### src/rtl/spi_rx_buffer.sv
// Receive-side buffer for an SPI engine: 4-phase handshake capture into a
// first-word-fall-through FIFO with sticky overflow on dropped transfers.
module spi_rx_buffer #(
    parameter int DEPTH = 8,
    parameter int DW    = 16
) (
    input  logic                     clk,
    input  logic                     rst,
    input  logic                     xfer_done,
    input  logic [DW-1:0]            xfer_data,
    input  logic                     xfer_len,
    output logic                     received,
    input  logic                     rd_en,
    output logic [DW-1:0]            rd_data,
    output logic                     rd_len,
    output logic                     empty,
    output logic                     full,
    output logic [$clog2(DEPTH):0]   count,
    output logic                     overflow,
    input  logic                     clr_ovf
);

    localparam int AW = $clog2(DEPTH);
    localparam logic [AW:0] FULL_CNT = (AW+1)'(DEPTH);
    localparam logic [AW:0] PTR_ONE  = (AW+1)'(1);

    typedef enum logic [1:0] {
        IDLE,
        CAPTURE,
        ACK
    } state_t;

    state_t          state_q;
    logic            received_q;
    logic            overflow_q;
    logic [AW:0]     wr_ptr_q;
    logic [AW:0]     rd_ptr_q;
    logic [DW:0]     mem_q [DEPTH];

    logic [AW:0]     count_d;
    logic            empty_d;
    logic            full_d;
    logic            pop;
    logic            slot;
    logic            wr_en;
    logic [DW-1:0]   wdata;
    logic [DW:0]     head;

    // Pointers carry one extra wrap bit so full and empty are distinguishable
    // from the same registered state without a separate counter.
    always_comb begin
        count_d = wr_ptr_q - rd_ptr_q;
        empty_d = (count_d == '0);
        full_d  = (count_d == FULL_CNT);
        pop     = rd_en && !empty_d;
        slot    = !full_d || pop;
        wr_en   = (state_q == CAPTURE) && slot;
    end

    always_comb begin
        wdata = xfer_data;
        if (!xfer_len) begin
            for (int unsigned i = 8; i < DW; i++) begin
                wdata[i] = 1'b0;
            end
        end
    end

    always_ff @(posedge clk or posedge rst) begin
        if (rst) begin
            state_q    <= IDLE;
            received_q <= 1'b0;
            overflow_q <= 1'b0;
        end else begin
            case (state_q)
                IDLE: begin
                    received_q <= 1'b0;
                    if (xfer_done) begin
                        state_q <= CAPTURE;
                    end
                end
                CAPTURE: begin
                    state_q    <= ACK;
                    received_q <= 1'b1;
                end
                ACK: begin
                    if (!xfer_done) begin
                        state_q    <= IDLE;
                        received_q <= 1'b0;
                    end
                end
                default: begin
                    state_q    <= IDLE;
                    received_q <= 1'b0;
                end
            endcase

            // A drop in the same cycle as a clear wins so no loss goes unseen.
            if ((state_q == CAPTURE) && !slot) begin
                overflow_q <= 1'b1;
            end else if (clr_ovf) begin
                overflow_q <= 1'b0;
            end
        end
    end

    always_ff @(posedge clk or posedge rst) begin
        if (rst) begin
            wr_ptr_q <= '0;
            rd_ptr_q <= '0;
        end else begin
            if (wr_en) begin
                wr_ptr_q <= wr_ptr_q + PTR_ONE;
            end
            if (pop) begin
                rd_ptr_q <= rd_ptr_q + PTR_ONE;
            end
        end
    end

    always_ff @(posedge clk) begin
        if (wr_en) begin
            mem_q[wr_ptr_q[AW-1:0]] <= {xfer_len, wdata};
        end
    end

    assign head     = mem_q[rd_ptr_q[AW-1:0]];
    assign rd_data  = empty_d ? '0 : head[DW-1:0];
    assign rd_len   = empty_d ? 1'b0 : head[DW];
    assign empty    = empty_d;
    assign full     = full_d;
    assign count    = count_d;
    assign overflow = overflow_q;
    assign received = received_q;

endmodule

### config.mk
export PLATFORM = sky130hd
export DESIGN_NAME = spi_rx_buffer
export DESIGN_NICKNAME = d
export VERILOG_FILES = /design/src/rtl/spi_rx_buffer.sv
export SDC_FILE = /design/constraint.sdc
export NUM_CORES = 1
export LEC_CHECK = 0
export ABC_AREA = 1
export BUFFER_PORTS_ARGS = -buffer_cell sky130_fd_sc_hd__buf_2
export CORE_MARGIN = 4
export CORE_UTILIZATION = 29
export DETAILED_ROUTE_END_ITERATION = 16
export MAX_ROUTING_LAYER = met4
export PLACE_DENSITY = 0.5
export SLEW_MARGIN = 25
export SYNTH_ARGS = -nofsm -noshare
export SYNTH_HDL_FRONTEND = slang
export SYNTH_SLANG_ARGS = --single-unit
### constraint.sdc
create_clock -name clk -period 2.7 [get_ports clk]
set_input_delay 0.27 -clock clk [delete_from_list [all_inputs] [get_ports clk]]
set_output_delay 0.27 -clock clk [all_outputs]
set_load 0.02 [all_outputs]
==> results of run 1 <==
[power by group]
group          leakage, nW  switching, mW  total, mW  internal, mW
Sequential            1.39          0.104       2.86          2.76
Combinational         1.23           2.63       4.15          1.52
Clock                0.283          0.980       2.37          1.39
Total                 2.90           3.71       9.39          5.67
[layout by cell type, fill, tap and decap left out, drive strengths merged, types with 4 or more instances in the layout]
cell type / Yosys / final
inv: 27 / 34
buf: 22 / 70
nor2: 48 / 48
edfxtp: 136 / 136
ha: 5 / 5
xor2: 4 / 4
dfrtp: 12 / 12
nor3: 16 / 16
nand3: 61 / 61
o21ai: 21 / 21
a21oi: 34 / 34
nand2: 142 / 142
clkbuf: 6 / 18
[kinds of logic after synthesis]
kind of cell             share of synthesized area, %
AO/OA/AOI/OAI                                    4.84
XOR/XNOR                                        0.702
adder cells (fa/ha/maj)                          1.32
buffers and inverters                            4.13
flip-flops                                       70.3
AND/OR/NAND/NOR                                  18.7
[per-stage QoR]
stage                     setup slack, ns  area, sq um
final                              0.0704         7760
after global routing              -0.0716         7760
after CTS                          0.0218         7620
after detailed placement            0.217         6970
after global placement              0.274         6970
after floorplan                   -0.0194         6280
[area by class of cell]
class / instances / area, sq um
clock buffer: 18 / 429
clock inverter: 14 / 166
fill: 2049 / 13300
inverter: 28 / 110
multi-input combinational: 337 / 1720
sequential: 148 / 4390
tap: 275 / 344
timing repair buffer: 71 / 608
[layer usage]
| metal | vias up | wire length [um] | GRT usage (%) |
|---|---|---|---|
| met5 | - | 0 | - |
| met4 | 0 | 215 | 5.26 |
| met3 | 11 | 422 | 2.55 |
| met2 | 73 | 7520 | 21.8 |
| met1 | 1987 | 6740 | 16.4 |
| li1 | 2001 | - | - |
[final timing paths]
path | slack (ns) | cells after the start | to
worst min-delay path | 0.04 | 2 | overflow$_DFFE_PP0P_
worst max register to register | 0.19 | 12 | mem_q[2][14]$_DFFE_PP_
worst min register to register | 0.45 | 1 | state_q[0]$_DFFE_PP0P_
worst max-delay path | 0.07 | 9 | rd_data[4]
max in group asynchronous | 1.91 | 3 | wr_ptr_q[2]$_DFFE_PP0P_
min in group asynchronous | 0.42 | 3 | wr_ptr_q[3]$_DFFE_PP0P_
[repair_timing]
action	CTS	global route
setup buffers	2	3
hold endpoints to repair	12	0
gates resized for setup	6	33
pin swaps	2	3
endpoints found under the setup margin	18	18
hold buffers	1	0
[critical path, stage by stage (launching register included)]
cell and delay, ns:
dfrtp_2 0.47, ha_1 0.41, nand3_1 0.15, nand2_1 0.10
nand2_1 0.09, nand3_2 0.13, clkinv_4 0.10, buf_12 0.15
nor3_1 0.16, buf_4 0.18
[registers in the layout (all words and copies together), names as in the netlist]
name / count
overflow: 1
wr_ptr_q: 4
rd_ptr_q: 4
mem_q: 136
received: 1
state_q: 2
==> results.toml, run 1 <==
[critical_path]
cp.required_ns = 2.43
worst-setup-path-type = "reg -> out"
critPathMaxFanout = 9
startpoint = "wr_ptr_q[2]$_DFFE_PP0P_"
reg2reg_from = "wr_ptr_q[0]$_DFFE_PP0P_"
crit_arrival_ns = 2.36
end_kind = "output pin"
critPathLaunchType = "register"

[route]
drc_errors = 0
dr.pass1.iters = 5
drt_iter0_drc = 338
wl_um = 14900
drtAntennaViolNets = 0
dr_total_vias = 4072
via_per_inst = 4.57
wl_per_cell_um = 16.7

[logic_synthesis]
yosys.area.top_type = "edfxtp_1"
syn_inst = 541
synth_most_common_cell = "nand2_1"
synthTopCellsByArea = "edfxtp_1 (66%), nand2_1 (8.5%), dfrtp_1 (4.8%)"
ys_seq_area_share_pct = 70.3
synth_cell_type_count = 26
synth_warnings = 0
ys_top_cells_by_count = "nand2_1 (141), edfxtp_1 (136), nand3_1 (59)"
synth_flop_cell = "edfxtp_1"
syn_area_sq_um = 6230
synth-edff-count = 136
synth_top_cell_area_share_pct = 65.5
avgSynthCellArea_sq_um = 11.5
async_flop_share_pct = 8.11
ys_ff_latch = 148
syn_nets = 569

[timing]
fin_tns_setup_ns = 0
hold_viol = 0
finalClockSkew_ns = 0.0116
fin_worst_hold_slack_ns = 0.0415
finalCritPeriodShare_pct = 97.4
setup_violations = 0
rsz0062_at_grt = "yes"
worst_slew_pin_slew_ns = 0.512
period_needed_ns = 2.63
fmax_mhz = 380
slew_headroom_pct = 65.8
maxSlewViolCount = 0

[place]
port_buffers = 46
dp.cells = 853
dp_hpwl_um = 8510
place.gp.congestion = 0.750

[clock_tree]
clk_pin_slew_ns = 0.06
ctsLongestPathBuffers = 2
cts_buffers = 17
clock_sinks = 148
cts_htree_levels = 4
cts-root-buf = "clkbuf_16"
clock_latency_ns = 0.42
cts_tree = "built"

[floorplan]
die_area_sq_um = 23900
die_w_um = 155
core-area_sq_um = 21100
start_util_pct = 29.6
boundaryPins = 47
dieHeight_um = 155
rows = 53

[finish]
num-nets-final = 631
layout-drive-gt1-share_pct = 22.7
antennaDiodeCount = 0
utilization_pct = 36.8
syn_to_final_growth_pct = 24.5
instances_no_fill = 891

[run]
max_cap_violations = 0

[global_route]
grt_max_degree = 49
track_usage_pct = 13.3
antenna_found_initial = 0
grt_pass1_wl_um = 23600
grt_remaining_overflow = 0
grt_pass1_vias = 4266

[run_status]
status = "complete, no violations"

[power_and_ir_drop]
p_per_area_nw_per_um2 = 1210
p_total_mw = 9.39
ir_drop_mv = 0.397
leakagePower_nw = 2.90

[min_path]
min_path_type = "in -> reg"
worstHoldStart = "clr_ovf"
Power figures use the tool's default switching activity.
==> run 2, diff against run 1 <==
--- a/config.mk
+++ b/config.mk
@@ -11,7 +11,7 @@
 export CORE_UTILIZATION = 29
 export DETAILED_ROUTE_END_ITERATION = 16
 export MAX_ROUTING_LAYER = met4
-export PLACE_DENSITY = 0.5
+export PLACE_DENSITY = 0.48
 export SLEW_MARGIN = 25
 export SYNTH_ARGS = -nofsm -noshare
 export SYNTH_HDL_FRONTEND = slang
==> constraint.sdc (replaced) <==
create_clock -name clk -period 2.45 [get_ports clk]
set_input_delay 0.245 -clock clk [delete_from_list [all_inputs] [get_ports clk]]
set_output_delay 0.245 -clock clk [all_outputs]
set_load 0.02 [all_outputs]
==> results.toml, run 2 (same netlist as run 1, synthesis figures left out) <==
[critical_path]
worst-path-buf-inv = 5
timing.rr.end = "mem_q[4][1]$_DFFE_PP_"
critPathMaxFanout = 8
critPathSlowestCell = "dfrtp_1"
ff2ff_path_depth = 12
crit_top_cell = "inv_2"
worst-setup-path-type = "reg -> out"
regToRegSetupSlack_ns = 0.02
critPathLaunchType = "register"
reg2reg_from = "wr_ptr_q[0]$_DFFE_PP0P_"
path_cells = "inv_2 -> ha_4 -> inv_2 -> fa_2 -> xor2_4 -> nor2_4 -> nand3_4 -> inv_8 -> buf_12 -> nor3_1 -> buf_4"
max_stage_delay_ns = 0.39
crit_arrival_ns = 2.34
cp.required_ns = 2.20
cp_top_family = "buffers and inverters"
end_kind = "output pin"

[timing]
finalClockSkew_ns = 0.00704
rsz0062_at_grt = "yes"
slew_headroom_pct = 66.7
finalCritPeriodShare_pct = 106
maxSlewViolCount = 0
period_needed_ns = 2.59
fmax_mhz = 387
setup_violations = 19
setup_slack_ns = -0.135
hold_viol = 0
worst_slew_pin_slew_ns = 0.499

[route]
via_per_inst = 4.61
wl_um = 14900
drtAntennaViolNets = 0
drc_errors = 0
dr.pass1.iters = 4
wl_per_cell_um = 16.6
drt_iter0_drc = 219
dr_total_vias = 4135

[run_status]
violations = "negative setup slack"
status = "finished, violations left"

[power_and_ir_drop]
p_per_area_nw_per_um2 = 1360
p_total_mw = 10.8
p_switching_mw = 4.15
p_int_mw = 6.61
pwr-share-clk_pct = 24.4
leakagePower_nw = 2.96
ir_drop_mv = 0.465
p_seq_share_pct = 29.2
power_frac_comb_pct = 46.4
p_sw_share_pct = 38.6

[clock_tree]
cts_tree = "built"
clock_sinks = 148
ctsLongestPathBuffers = 2
cts_buffers = 17
cts-root-buf = "clkbuf_16"
clk_pin_slew_ns = 0.06
clock_latency_ns = 0.42
cts_htree_levels = 4

[global_route]
grt_pass1_vias = 4124
track_usage_pct = 13.4
grt_pass1_wl_um = 23400
grt_max_degree = 73
grt_remaining_overflow = 0
antenna_found_initial = 0

[floorplan]
boundaryPins = 47
core-area_sq_um = 21100
start_util_pct = 29.6
rows = 53
dieHeight_um = 155
die_area_sq_um = 23900
die_w_um = 155

[finish]
num-nets-final = 637
final_cell_mix = "nand2_1 (140), edfxtp_1 (136), nand3_1 (57)"
layout_commonest_cell = "nand2_1"
largest_reg_flops = 136
multi_input_area_sq_um = 1790
syn_to_final_growth_pct = 27.2
layout-drive-gt1-share_pct = 22.5
final_area_sq_um = 7930
antennaDiodeCount = 0
fill_cells = 2021
utilization_pct = 37.6
register_area_sq_um = 4390

[min_path]
min_path_type = "in -> reg"
worstHoldStart = "xfer_done"
hold_depth = 3
worstHoldEndpoint = "state_q[0]$_DFFE_PP0P_"

[place]
place_ws_ns = 0.0757
dp_hpwl_um = 8680
postPlaceCellArea_sq_um = 7060
place.gp.congestion = 0.733
port_buffers = 46

[run]
max_cap_violations = 0
## run 2: area by class of cell
cell class	count	area share, %
sequential	148	55.3
clock inverter	13	2.07
timing repair buffer	77	8.79
multi-input combinational	337	22.6
clock buffer	19	5.46
tap	275	4.34
inverter	28	1.44
## run 2: stage by stage
| stage | instances | hold slack (ns) | setup TNS [ns] |
|---|---|---|---|
| 2_1_floorplan | 541 | 0.110 | 0 |
| 3_3_place_gp | 856 | 0.299 | 0 |
| 4_1_cts | 895 | 0.0296 | -2.85 |
| 3_5_place_dp | 856 | 0.299 | 0 |
| 6_report | 897 | 0.0488 | -2.05 |
| 5_1_grt | 897 | 0.0436 | -6.89 |
## run 2: how the worst max path moves through the flow
stage	to	cells past startpoint	slack (ns)	start
after floorplan	mem_q[2][0]$_DFFE_PP_	9	0.0003	rd_ptr_q[1]$_DFFE_PP0P_
after global placement	rd_data[1]	11	0.13	wr_ptr_q[0]$_DFFE_PP0P_
after detailed placement	rd_data[4]	11	0.08	wr_ptr_q[0]$_DFFE_PP0P_
after CTS	rd_data[4]	11	-0.18	wr_ptr_q[0]$_DFFE_PP0P_
after global routing	rd_data[1]	11	-0.24	wr_ptr_q[0]$_DFFE_PP0P_
final	rd_data[3]	11	-0.14	wr_ptr_q[0]$_DFFE_PP0P_
## run 2: power groups by stage
stage | clock network, mW | registers [mW] | logic [mW]
2_1_floorplan | 0 | 3.18 | 2.93
3_3_place_gp | 0 | 3.17 | 4.24
3_5_place_dp | 0 | 3.18 | 4.30
4_1_cts | 2.69 | 3.14 | 4.90
5_1_grt | 2.81 | 3.16 | 5.43
6_report | 2.63 | 3.14 | 4.99
## run 2: tightest hold or removal path: stages
cell and delay, ns:
buf_2 0.10, nand2_1 0.05, nor2_1 0.03
## run 2: routing by layer
metal | up-vias | share of wire, % | global-route usage, %
met2 | 93 | 49 | 21.4
met3 | 21 | 3.9 | 3.22
met1 | 2010 | 46 | 16.2
met5 | - | 0 | -
li1 | 2011 | - | -
met4 | 0 | 1.7 | 5.68
## run 2: timing repair
action / 4_1_cts / 5_1_grt
hold buffers: 2 / 0
gates cloned: 1 / 0
pin swaps: 4 / 3
hold endpoints to repair: 13 / 0
buffers inserted: 4 / 2
setup endpoints to repair: 19 / 25
gates resized for setup: 33 / 13
